**config.mk**
```make
export PLATFORM = sky130hd
export DESIGN_NAME = layer_sdram_arb
export DESIGN_NICKNAME = d
export VERILOG_FILES = /design/src/rtl/layer_sdram_pkg.sv /design/src/rtl/layer_sdram_rr_pick.sv /design/src/rtl/layer_sdram_arb.sv
export SDC_FILE = /design/constraint.sdc
export NUM_CORES = 1
export LEC_CHECK = 0
export CORE_ASPECT_RATIO = 1.75
export CORE_MARGIN = 4
export CORE_UTILIZATION = 50
export DETAILED_ROUTE_END_ITERATION = 7
export GPL_TIMING_DRIVEN = 1
export MAX_ROUTING_LAYER = met4
export PLACE_DENSITY = 0.81
export SYNTH_ARGS = -nofsm -noshare
export SYNTH_HDL_FRONTEND = slang
export SYNTH_SLANG_ARGS = --single-unit
```
**constraint.sdc**
```tcl
create_clock -name CLK_32M -period 6.75 [get_ports CLK_32M]
set_input_delay 1.35 -clock CLK_32M [delete_from_list [all_inputs] [get_ports CLK_32M]]
set_output_delay 1.35 -clock CLK_32M [all_outputs]
set_load 0.005 [all_outputs]
```
**src/rtl/layer_sdram_pkg.sv**
```systemverilog
// Shared types and helpers for the layer SDRAM read arbiter.
// Holds the FSM state enum, line width and a round-robin pick function.
package layer_sdram_pkg;

  localparam int LINE_BITS = 64;

  typedef enum logic [1:0] {
    IDLE,
    FETCH,
    HIT,
    DONE
  } arb_state_t;

  typedef struct packed {
    logic       found;
    logic [2:0] idx;
  } rr_pick_t;

  // Scan last+1 .. last+n (mod n), return the first requester.
  function automatic rr_pick_t rr_pick(
    input logic [7:0] req,
    input logic [2:0] last,
    input int         n
  );
    rr_pick_t r;
    int       c;
    r = '0;
    for (int k = 1; k <= 8; k++) begin
      c = (int'(last) + k) % n;
      if (k <= n && !r.found && req[3'(c)]) begin
        r.found = 1'b1;
        r.idx   = 3'(c);
      end
    end
    return r;
  endfunction

endpackage

```
**src/rtl/layer_sdram_rr_pick.sv**
```systemverilog
// Combinational round-robin priority selector (up to 8 requesters).
// Ports: req/last in; grant index and found flag out.
module layer_sdram_rr_pick
  import layer_sdram_pkg::*;
#(
  parameter int NUM_CH = 2,
  parameter int IW     = (NUM_CH > 1) ? $clog2(NUM_CH) : 1
) (
  input  logic [NUM_CH-1:0] req,
  input  logic [IW-1:0]     last,
  output logic [IW-1:0]     grant,
  output logic              found
);

  rr_pick_t p;

  always_comb begin
    p     = rr_pick(8'(req), 3'(last), NUM_CH);
    grant = IW'(p.idx);
    found = p.found;
  end

endmodule

```
**src/rtl/layer_sdram_arb.sv**
```systemverilog
// N-channel layer fetch arbiter onto one 64-bit SDRAM read port.
// Ports: CLK_32M/RESET; ch_* client side; sdr_* SDRAM side; paused, busy.
module layer_sdram_arb
  import layer_sdram_pkg::*;
#(
  parameter int NUM_CH = 2,
  parameter int CH_AW  = 20,
  parameter int DW     = 32,
  parameter int SDR_AW = 24,
  parameter logic [NUM_CH*SDR_AW-1:0] BASE_ADDRS = '0
) (
  input  logic                    CLK_32M,
  input  logic                    RESET,
  input  logic [NUM_CH*CH_AW-1:0] ch_addr,
  input  logic [NUM_CH-1:0]       ch_req,
  output logic [NUM_CH-1:0]       ch_rdy,
  output logic [DW-1:0]           ch_data,
  output logic [SDR_AW:1]         sdr_addr,
  output logic                    sdr_req,
  input  logic                    sdr_rdy,
  input  logic [63:0]             sdr_data,
  input  logic                    paused,
  output logic                    busy
);

  localparam int IW = (NUM_CH > 1) ? $clog2(NUM_CH) : 1;
  localparam int SH = (DW == 64) ? 2 : 1;

  arb_state_t state, state_nx;

  logic [IW-1:0]        rr_last, g_q, pick;
  logic                 found, grant;
  logic [NUM_CH-1:0]    pend, cand;
  logic [CH_AW-1:0]     pa;
  logic [SDR_AW-1:0]    pbase, full, aligned;
  logic                 psel, hit, sel_q;
  logic [SDR_AW-1:0]    addr_q, cache_tag;
  logic [LINE_BITS-1:0] cache_line;
  logic                 cache_valid;

  function automatic logic [DW-1:0] word_of(
    input logic [63:0] line,
    input logic        s
  );
    logic [63:0] w;
    w = s ? {32'b0, line[63:32]} : line;
    return DW'(w);
  endfunction

  // A channel just handed ch_rdy sits out one IDLE scan.
  assign cand = ch_req & ~(ch_rdy | pend);

  layer_sdram_rr_pick #(
    .NUM_CH(NUM_CH),
    .IW    (IW)
  ) u_pick (
    .req  (cand),
    .last (rr_last),
    .grant(pick),
    .found(found)
  );

  always_comb begin
    pa      = ch_addr[pick*CH_AW +: CH_AW];
    pbase   = BASE_ADDRS[pick*SDR_AW +: SDR_AW];
    full    = pbase + SDR_AW'({pa, {SH{1'b0}}});
    aligned = full & ~SDR_AW'(3);
    psel    = (DW == 32) && full[1];
    hit     = cache_valid && (aligned == cache_tag);
    grant   = (state == IDLE) && !paused && found;
  end

  assign sdr_addr = addr_q;
  assign busy     = (state != IDLE);

  always_ff @(posedge CLK_32M or posedge RESET) begin
    if (RESET) state <= IDLE;
    else       state <= state_nx;
  end

  always_comb begin
    state_nx = state;
    unique case (state)
      IDLE:      if (grant) state_nx = hit ? HIT : FETCH;
      FETCH:     if (sdr_rdy) state_nx = DONE;
      HIT, DONE: state_nx = IDLE;
      default:   state_nx = IDLE;
    endcase
  end

  always_ff @(posedge CLK_32M or posedge RESET) begin
    if (RESET) begin
      rr_last     <= IW'(NUM_CH - 1);
      g_q         <= '0;
      sel_q       <= 1'b0;
      addr_q      <= '0;
      sdr_req     <= 1'b0;
      ch_rdy      <= '0;
      ch_data     <= '0;
      pend        <= '0;
      cache_line  <= '0;
      cache_tag   <= '0;
      cache_valid <= 1'b0;
    end else begin
      pend   <= (state == DONE) ? ch_rdy : '0;
      ch_rdy <= '0;
      if (grant) begin
        g_q     <= pick;
        rr_last <= pick;
        sel_q   <= psel;
        addr_q  <= aligned;
        sdr_req <= !hit;
      end
      if (state == FETCH && sdr_rdy) begin
        cache_line  <= sdr_data;
        cache_tag   <= addr_q;
        cache_valid <= 1'b1;
        sdr_req     <= 1'b0;
        ch_rdy      <= NUM_CH'(1) << g_q;
        ch_data     <= word_of(sdr_data, sel_q);
      end
      if (state == HIT) begin
        ch_rdy  <= NUM_CH'(1) << g_q;
        ch_data <= word_of(cache_line, sel_q);
      end
    end
  end

endmodule

```
-- Word level (Yosys, flattened, before mapping)
Cells that the tools add are included.
- add/sub/neg operators: 3
- multiply operators: 2
- order comparisons: 2
- eq/ne operators: 6
- shift-type cells: 3
- multiplexer cells: 21
- bitwise logic cells: 5
- reduce and logical (&&, ||, !) cells: 14
- operators with widths (operator ; number):
    $mux 32 ; 4
    $shiftx 48x7->24 const A ; 1
    $shiftx 40x7->20 ; 1
    $add 24x21->24 ; 1
    $eq 22x22->1 ; 1
    $mux 2 ; 6
    $lt 2x5->1 const B ; 2
    $mux 4 ; 2
    $mux 1 ; 6
    $pmux 2 s3 ; 1
    $reduce_bool 2->1 ; 3
    $logic_and 1x1->1 ; 5
    $bmux 1 s2 ; 2
    $eq 2x2->1 const B ; 2
    $mul 1x3->4 const B ; 1
    $ne 2x2->1 const B ; 2
    $logic_not 1->1 ; 3
    $mul 1x2->3 const B ; 1
    $add 1x1->1 const B ; 2
    $and 1x1->1 const A ; 2
    $and 2x2->2 ; 1
    $eq 2x1->1 const B ; 1
    $logic_not 2->1 ; 1
    $not 2->2 ; 1
    other kinds (4) ; 4
- register bits after elaboration: 151
- input port bits: 110
- logic and storage cells: 68

-- Logic depth before layout (Yosys ltp)
- depth in word-level cells: 18
- depth in mapped cells: 9
- mapped depth without buffers: 7

-- Hierarchy
From an unflattened synthesis, not the netlist that was laid out.
- cells, all modules: 439
- area total of the unflattened synthesis: 6603.8 um2
- modules (own cells, without submodules) (module ; instances ; cells each ; area each (um2) ; sequential area each (um2)):
    layer_sdram_arb ; 1 ; 437 ; 6590.1 ; 3629.7
    layer_sdram_rr_pick ; 1 ; 2 ; 13.8 ; 0.0

-- Least setup slack after synthesis
No wires, ideal clock.
- kind: input to register
- start: input port ch_req[1]
- end: register sdr_req
- library setup time: 0.120 ns
- data arrival time: 3.027 ns
- data required time: 6.630 ns
- setup slack: 3.603 ns
- stages: 9
- buffers on the path: 2
- cell sequence: or3b_1 -> buf_6 -> a31oi_4 -> buf_4 -> mux2i_1 -> nor2_1 -> a211oi_1 -> nand3_1 -> o211a_1
- word-level cells in the longest chain between the ends: 16
- elaborated cells between the ends (all ways): 23
- ends and longest elaborated chain (what ; RTL line ; text):
    start: declaration ; layer_sdram_arb.sv:15 ; input logic [NUM_CH-1:0] ch_req,
    $and 2x2->2 * ; layer_sdram_arb.sv:51 ; assign cand = ch_req & ~(ch_rdy | pend);
    $bmux 1 s2 ; layer_sdram_pkg.sv:30 ; if (k <= n && !r.found && req[3'(c)]) begin
    $mux 1 (not written as such) (2 in series) ; layer_sdram_pkg.sv:30 ;
    $mux 4 ; layer_sdram_pkg.sv:30 ;
    $logic_not 1->1 ; layer_sdram_pkg.sv:30 ;
    $logic_and 1x1->1 ; layer_sdram_pkg.sv:30 ;
    $mux 4 * ; layer_sdram_pkg.sv:30 ;
    $mul 1x3->4 / $mul 1x2->3 (equally long branches) ; layer_sdram_arb.sv:64, layer_sdram_arb.sv:65 ;
    $shiftx 40x7->20 / $shiftx 48x7->24 (equally long branches) ; layer_sdram_arb.sv:64, layer_sdram_arb.sv:65 ;
    $add 24x21->24 ; layer_sdram_arb.sv:66 ; full = pbase + SDR_AW'({pa, {SH{1'b0}}});
    $eq 22x22->1 ; layer_sdram_arb.sv:69 ; hit = cache_valid && (aligned == cache_tag);
    $logic_and 1x1->1 ; layer_sdram_arb.sv:69 ;
    $logic_not 1->1 ; layer_sdram_arb.sv:112 ; sdr_req <= !hit;
    $mux 1 ; layer_sdram_arb.sv:107 ; if (grant) begin
    $mux 1 ; layer_sdram_arb.sv:114 ; if (state == FETCH && sdr_rdy) begin
    end signal: assignment ; layer_sdram_arb.sv:112 ;
    end: declaration ; layer_sdram_arb.sv:19 ; output logic sdr_req,
Mark *: on every way between the ends. The rest lies on a longest branch, timed or not. The select of a mux whose other input is x is not followed.
A chain may end at the register's enable or synchronous reset.

-- Worst setup path in the final report
Same ends and word-level chain as after synthesis.

==> qor.tcl <==
set qor(fp.dieArea_mm2) 0.0156
set qor(required_time_of_the_worst_setup_path_ns) 7.05
set qor(numClockSinks) 145
set qor(worst_setup_path_endpoint) {sdr_req$_DFFE_PP0P_}
set qor(synth_adder_area_share) 0
set qor(synthesized_area_fraction_occupied_by_ao_oa_aoi_and_oai_cells) 0.0611
set qor(power.share.sequential) 0.383
set qor(cts_buffers) 17
set qor(synth-seq-cells) 145
set qor(floorplan.io_pins) 170
set qor(r2r-end) {sdr_req$_DFFE_PP0P_}
set qor(worstSetupEndpointType) {register}
set qor(h-tree-depth) 4
set qor(critical_path.cell_chain) {clkdlybuf4s50_1 > or3b_1 > a31oi_4 > mux2i_1 > o22ai_1 > a211oi_1 > nand3_1 > o211a_1}
set qor(dp_hpwl_um) 12000
set qor(worst_setup_hold_path_clk_slew_ns) 0.06
set qor(cts_repair_resize_count) 0
set qor(timing.final.max_slew_violations) 0
set qor(r2r_setup_slack_ns) 3.88
set qor(status) {completed}
set qor(ys_warn_count) 0
set qor(antenna_found_initial) 0
set qor(ir_worst_vdd_v) 0.000245
set qor(final_hold_vios) 0
set qor(drive_gt1_frac) 0.285
set qor(antenna_left) 0
set qor(multi_input_comb_area_mm2) 0.00297
set qor(die_y_um) 163
set qor(route.detailed.vias_per_inst) 5.61
set qor(synth_cell_type_count) 45
set qor(setup.worst_path.start_class) {input port}
set qor(floorplan.rows) 56
set qor(synthesized_area_fraction_occupied_by_xor_and_xnor_cells) 0.00514
set qor(cap_viol_max_count) 0
set qor(timing.fmax_ghz) 0.258
set qor(grt_max_degree) 106
set qor(flow.area_growth_from_synthesis_pct) 34.0
set qor(place.port_buffers) 164
set qor(design.final.nets) 770
set qor(syn_area_per_cell_um2) 13.6
set qor(rr_worst_depth) 7
set qor(worst_setup_path_startpoint) {ch_req[1]}
set qor(relSlewSlack) 0.223
set qor(muxShareOfSynthArea) 0.307
set qor(dpl.cell_count) 815
set qor(globalRouteOverflowTotal) 0
set qor(cts_tree) {done}
set qor(critical_path_peak_fanout) 25
set qor(fin_skew_ns) 0.0111
set qor(wl_um) 16800
set qor(clock_insertion_delay_at_the_later_pin_of_the_skew_report_ns) 0.40
set qor(synth_top_family_by_area) {multiplexers}
set qor(cellInternalPower_w) 0.00285
set qor(dieWidth_um) 96.3
set qor(globalRouteTotalUtil) 0.228
set qor(residual_drc) 0
set qor(cts.path.max_buffers) 2
set qor(fp.coreArea_mm2) 0.0134
set qor(cellLeakagePower_nw) 3.78
set qor(clockPowerShare) 0.216
set qor(edff_count_synth) 0
set qor(setup_violations) 0
set qor(instances_no_fill) 847
set qor(worst_hold_path_type) {reg -> reg}
set qor(timing.critical_path.slowest_stage_cell) {sky130_fd_sc_hd__a31oi_4}
set qor(grt_setup_unrepaired) {no}
set qor(dr_pass1_iterations) 4
set qor(power.combinational.fraction) 0.401
set qor(post_drt_wl_per_cell_um) 19.8
set qor(fin_util) 0.683
set qor(vias) 4749
set qor(switching_power_w) 0.00128
set qor(gpl.final_weighted_congestion) 0.954
set qor(library_cell_used_as_clock_root_buffer) {sky130_fd_sc_hd__clkbuf_16}
set qor(reg2reg_from) {ch_rdy[1]$_DFF_PP0_}
set qor(fin_crit_sh) 0.574
set qor(final_design_area_no_fill_mm2) 0.00914
set qor(yosys.area_share.simple) 0.0589
set qor(tightest_slew_ns) 1.17
set qor(mappedNetlistArea_mm2) 0.00682
set qor(timing.setup.tns_ns) 0
set qor(criticalPathCategory) {in -> reg}
set qor(via_count_of_the_first_global_routing_pass) 5294
set qor(power-per-cell-area_mw_per_mm2) 451
set qor(number_of_buffers_inserted_to_repair_setup_after_cts) 0
set qor(instance_area_after_placement_mm2) 0.00858
set qor(synth_sequential_area_ratio) 0.532
set qor(switching_share) 0.310
set qor(cts_hold_repair.buffers) 0
set qor(grt_pass1_wl_um) 26300
set qor(detailedRoute.firstIterationViolations) 163
set qor(initial_utilization) 0.510
set qor(cp_data_arrival_time_ns) 4.17
set qor(tmin_final_ns) 3.87
set qor(sequential_cell_area_mm2) 0.00363
set qor(asyncSetResetFlopFracSynth) 1.00
set qor(antenna-diode-count) 0
set qor(post_synth_inst_count) 501
set qor(ys.flop_type) {sky130_fd_sc_hd__dfrtp_1}
set qor(fill_cells) 975
set qor(largest_stage_delay_worst_path_ns) 0.69
==> worst max-delay path, delay by kind of cell <==
| family | cells | cell delay, ns |
|---|---|---|
| AO/OA/AOI/OAI | 4 | 1.34 |
| buffers and inverters | 1 | 0.46 |
| multiplexers | 1 | 0.37 |
| AND/OR/NAND/NOR | 2 | 0.64 |
==> flip-flops by register name, summed over array words and instances, names as in the netlist <==
register	count
sdr_req	1
sdr_addr	19
cache_valid	1
state	2
ch_rdy	2
sel_q	1
rr_last	1
cache_tag	19
pend	2
g_q	1
cache_line	64
ch_data	32
==> worst min-delay path by stage <==
stage / end / slack [ns] / start / depth (start not counted)
global placement: ch_rdy[0]$_DFF_PP0_ / 0.44 / g_q$_DFFE_PP0P_ / 1
detailed placement: ch_rdy[0]$_DFF_PP0_ / 0.44 / g_q$_DFFE_PP0P_ / 1
finish: ch_rdy[0]$_DFF_PP0_ / 0.44 / g_q$_DFFE_PP0P_ / 1
global route: ch_rdy[0]$_DFF_PP0_ / 0.46 / g_q$_DFFE_PP0P_ / 1
floorplan: ch_rdy[0]$_DFF_PP0_ / 0.41 / g_q$_DFFE_PP0P_ / 1
CTS: ch_rdy[0]$_DFF_PP0_ / 0.45 / g_q$_DFFE_PP0P_ / 1
==> cell type report <==
type / count / share of cell area
well taps: 174 / 0.0238
multi-input cells: 307 / 0.325
clock inverters: 14 / 0.0141
repair buffers: 170 / 0.185
flip-flops and latches: 145 / 0.397
clock buffers: 18 / 0.0470
inverters: 19 / 0.00835
==> per-layer routing <==
metal / routed length (um) / GRT usage
met3: 939 / 0.0485
met2: 8870 / 0.386
met5: 0 / -
met1: 6260 / 0.251
met4: 683 / 0.109
==> power by group through the flow <==
| stage | Sequential (W) | Combinational, W | Clock (W) |
|---|---|---|---|
| CTS | 0.00158 | 0.00168 | 0.000911 |
| global route | 0.00163 | 0.00179 | 0.000948 |
| detailed placement | 0.00160 | 0.00167 | 0 |
| floorplan | 0.00152 | 0.00105 | 0 |
| global placement | 0.00156 | 0.00162 | 0 |
| finish | 0.00158 | 0.00165 | 0.000891 |
==> per-stage QoR <==
| stage | hold WS, ns | total power [W] | setup slack [ns] |
|---|---|---|---|
| after global routing | 0.463 | 0.00437 | 2.75 |
| after floorplan | 0.409 | 0.00257 | 1.51 |
| after CTS | 0.450 | 0.00418 | 2.91 |
| final | 0.443 | 0.00412 | 2.88 |
| after global placement | 0.444 | 0.00318 | 2.63 |
| after detailed placement | 0.443 | 0.00327 | 2.50 |
==> cell usage in the layout (no fill, tap or decap), types with 2 or more instances in the layout <==
cell,Yosys,routed
sky130_fd_sc_hd__clkdlybuf4s50_1,0,164
sky130_fd_sc_hd__o21ai_0,3,3
sky130_fd_sc_hd__a21oi_1,10,10
sky130_fd_sc_hd__a2111oi_0,2,2
sky130_fd_sc_hd__nor2b_1,5,5
sky130_fd_sc_hd__nand2b_1,8,8
sky130_fd_sc_hd__a211oi_1,2,2
sky130_fd_sc_hd__clkbuf_16,0,17
sky130_fd_sc_hd__nor2_1,24,24
sky130_fd_sc_hd__inv_6,0,7
sky130_fd_sc_hd__a22oi_1,2,2
sky130_fd_sc_hd__clkinv_2,0,3
sky130_fd_sc_hd__xnor2_1,3,3
sky130_fd_sc_hd__nor4_1,2,2
sky130_fd_sc_hd__o2111ai_1,2,2
sky130_fd_sc_hd__nand2_1,32,31
sky130_fd_sc_hd__a221oi_1,2,2
sky130_fd_sc_hd__and3_1,2,2
sky130_fd_sc_hd__mux2i_1,9,9
sky130_fd_sc_hd__nand3_1,3,3
sky130_fd_sc_hd__dfrtp_1,144,144
sky130_fd_sc_hd__conb_1,1,5
sky130_fd_sc_hd__clkinvlp_4,0,3
sky130_fd_sc_hd__a31oi_1,13,13
sky130_fd_sc_hd__o22ai_1,13,13
sky130_fd_sc_hd__mux4_2,31,31
sky130_fd_sc_hd__inv_1,19,18
sky130_fd_sc_hd__nor4_2,2,2
sky130_fd_sc_hd__buf_4,6,6
sky130_fd_sc_hd__mux2_2,116,116
sky130_fd_sc_hd__o2bb2ai_1,2,2
==> synth_stat cells, types with 2 or more instances <==
cell	count	area share
sky130_fd_sc_hd__a2111oi_0	2	0.0026
sky130_fd_sc_hd__a211oi_1	2	0.0022
sky130_fd_sc_hd__a21oi_1	10	0.0073
sky130_fd_sc_hd__a221oi_1	2	0.0026
sky130_fd_sc_hd__a22oi_1	2	0.0022
sky130_fd_sc_hd__a31oi_1	13	0.012
sky130_fd_sc_hd__and3_1	2	0.0018
sky130_fd_sc_hd__buf_1	4	0.0022
sky130_fd_sc_hd__buf_2	3	0.0022
sky130_fd_sc_hd__buf_4	6	0.0066
sky130_fd_sc_hd__buf_6	2	0.0033
sky130_fd_sc_hd__clkbuf_1	19	0.010
sky130_fd_sc_hd__dfrtp_1	144	0.53
sky130_fd_sc_hd__inv_1	19	0.010
sky130_fd_sc_hd__mux2_2	116	0.19
sky130_fd_sc_hd__mux2i_1	9	0.013
sky130_fd_sc_hd__mux4_2	31	0.10
sky130_fd_sc_hd__nand2_1	32	0.018
sky130_fd_sc_hd__nand2b_1	8	0.0073
sky130_fd_sc_hd__nand3_1	3	0.0022
sky130_fd_sc_hd__nor2_1	24	0.013
sky130_fd_sc_hd__nor2b_1	5	0.0046
sky130_fd_sc_hd__nor4_1	2	0.0018
sky130_fd_sc_hd__nor4_2	2	0.0037
sky130_fd_sc_hd__o2111ai_1	2	0.0026
sky130_fd_sc_hd__o21ai_0	3	0.0022
sky130_fd_sc_hd__o22ai_1	13	0.012
sky130_fd_sc_hd__o2bb2ai_1	2	0.0026
sky130_fd_sc_hd__xnor2_1	3	0.0039
==> cells by family (layout without fill, tap and decap cells) <==
family,after synthesis,count (layout)
muxes,156,156
DFF,145,145
and+or+nand+nor,84,84
AOI/OAI and AO/OA,58,58
buffers and inverters,53,221
xor gates and xnor gates,4,4
other,1,5
Power figures use the tool's default switching activity.
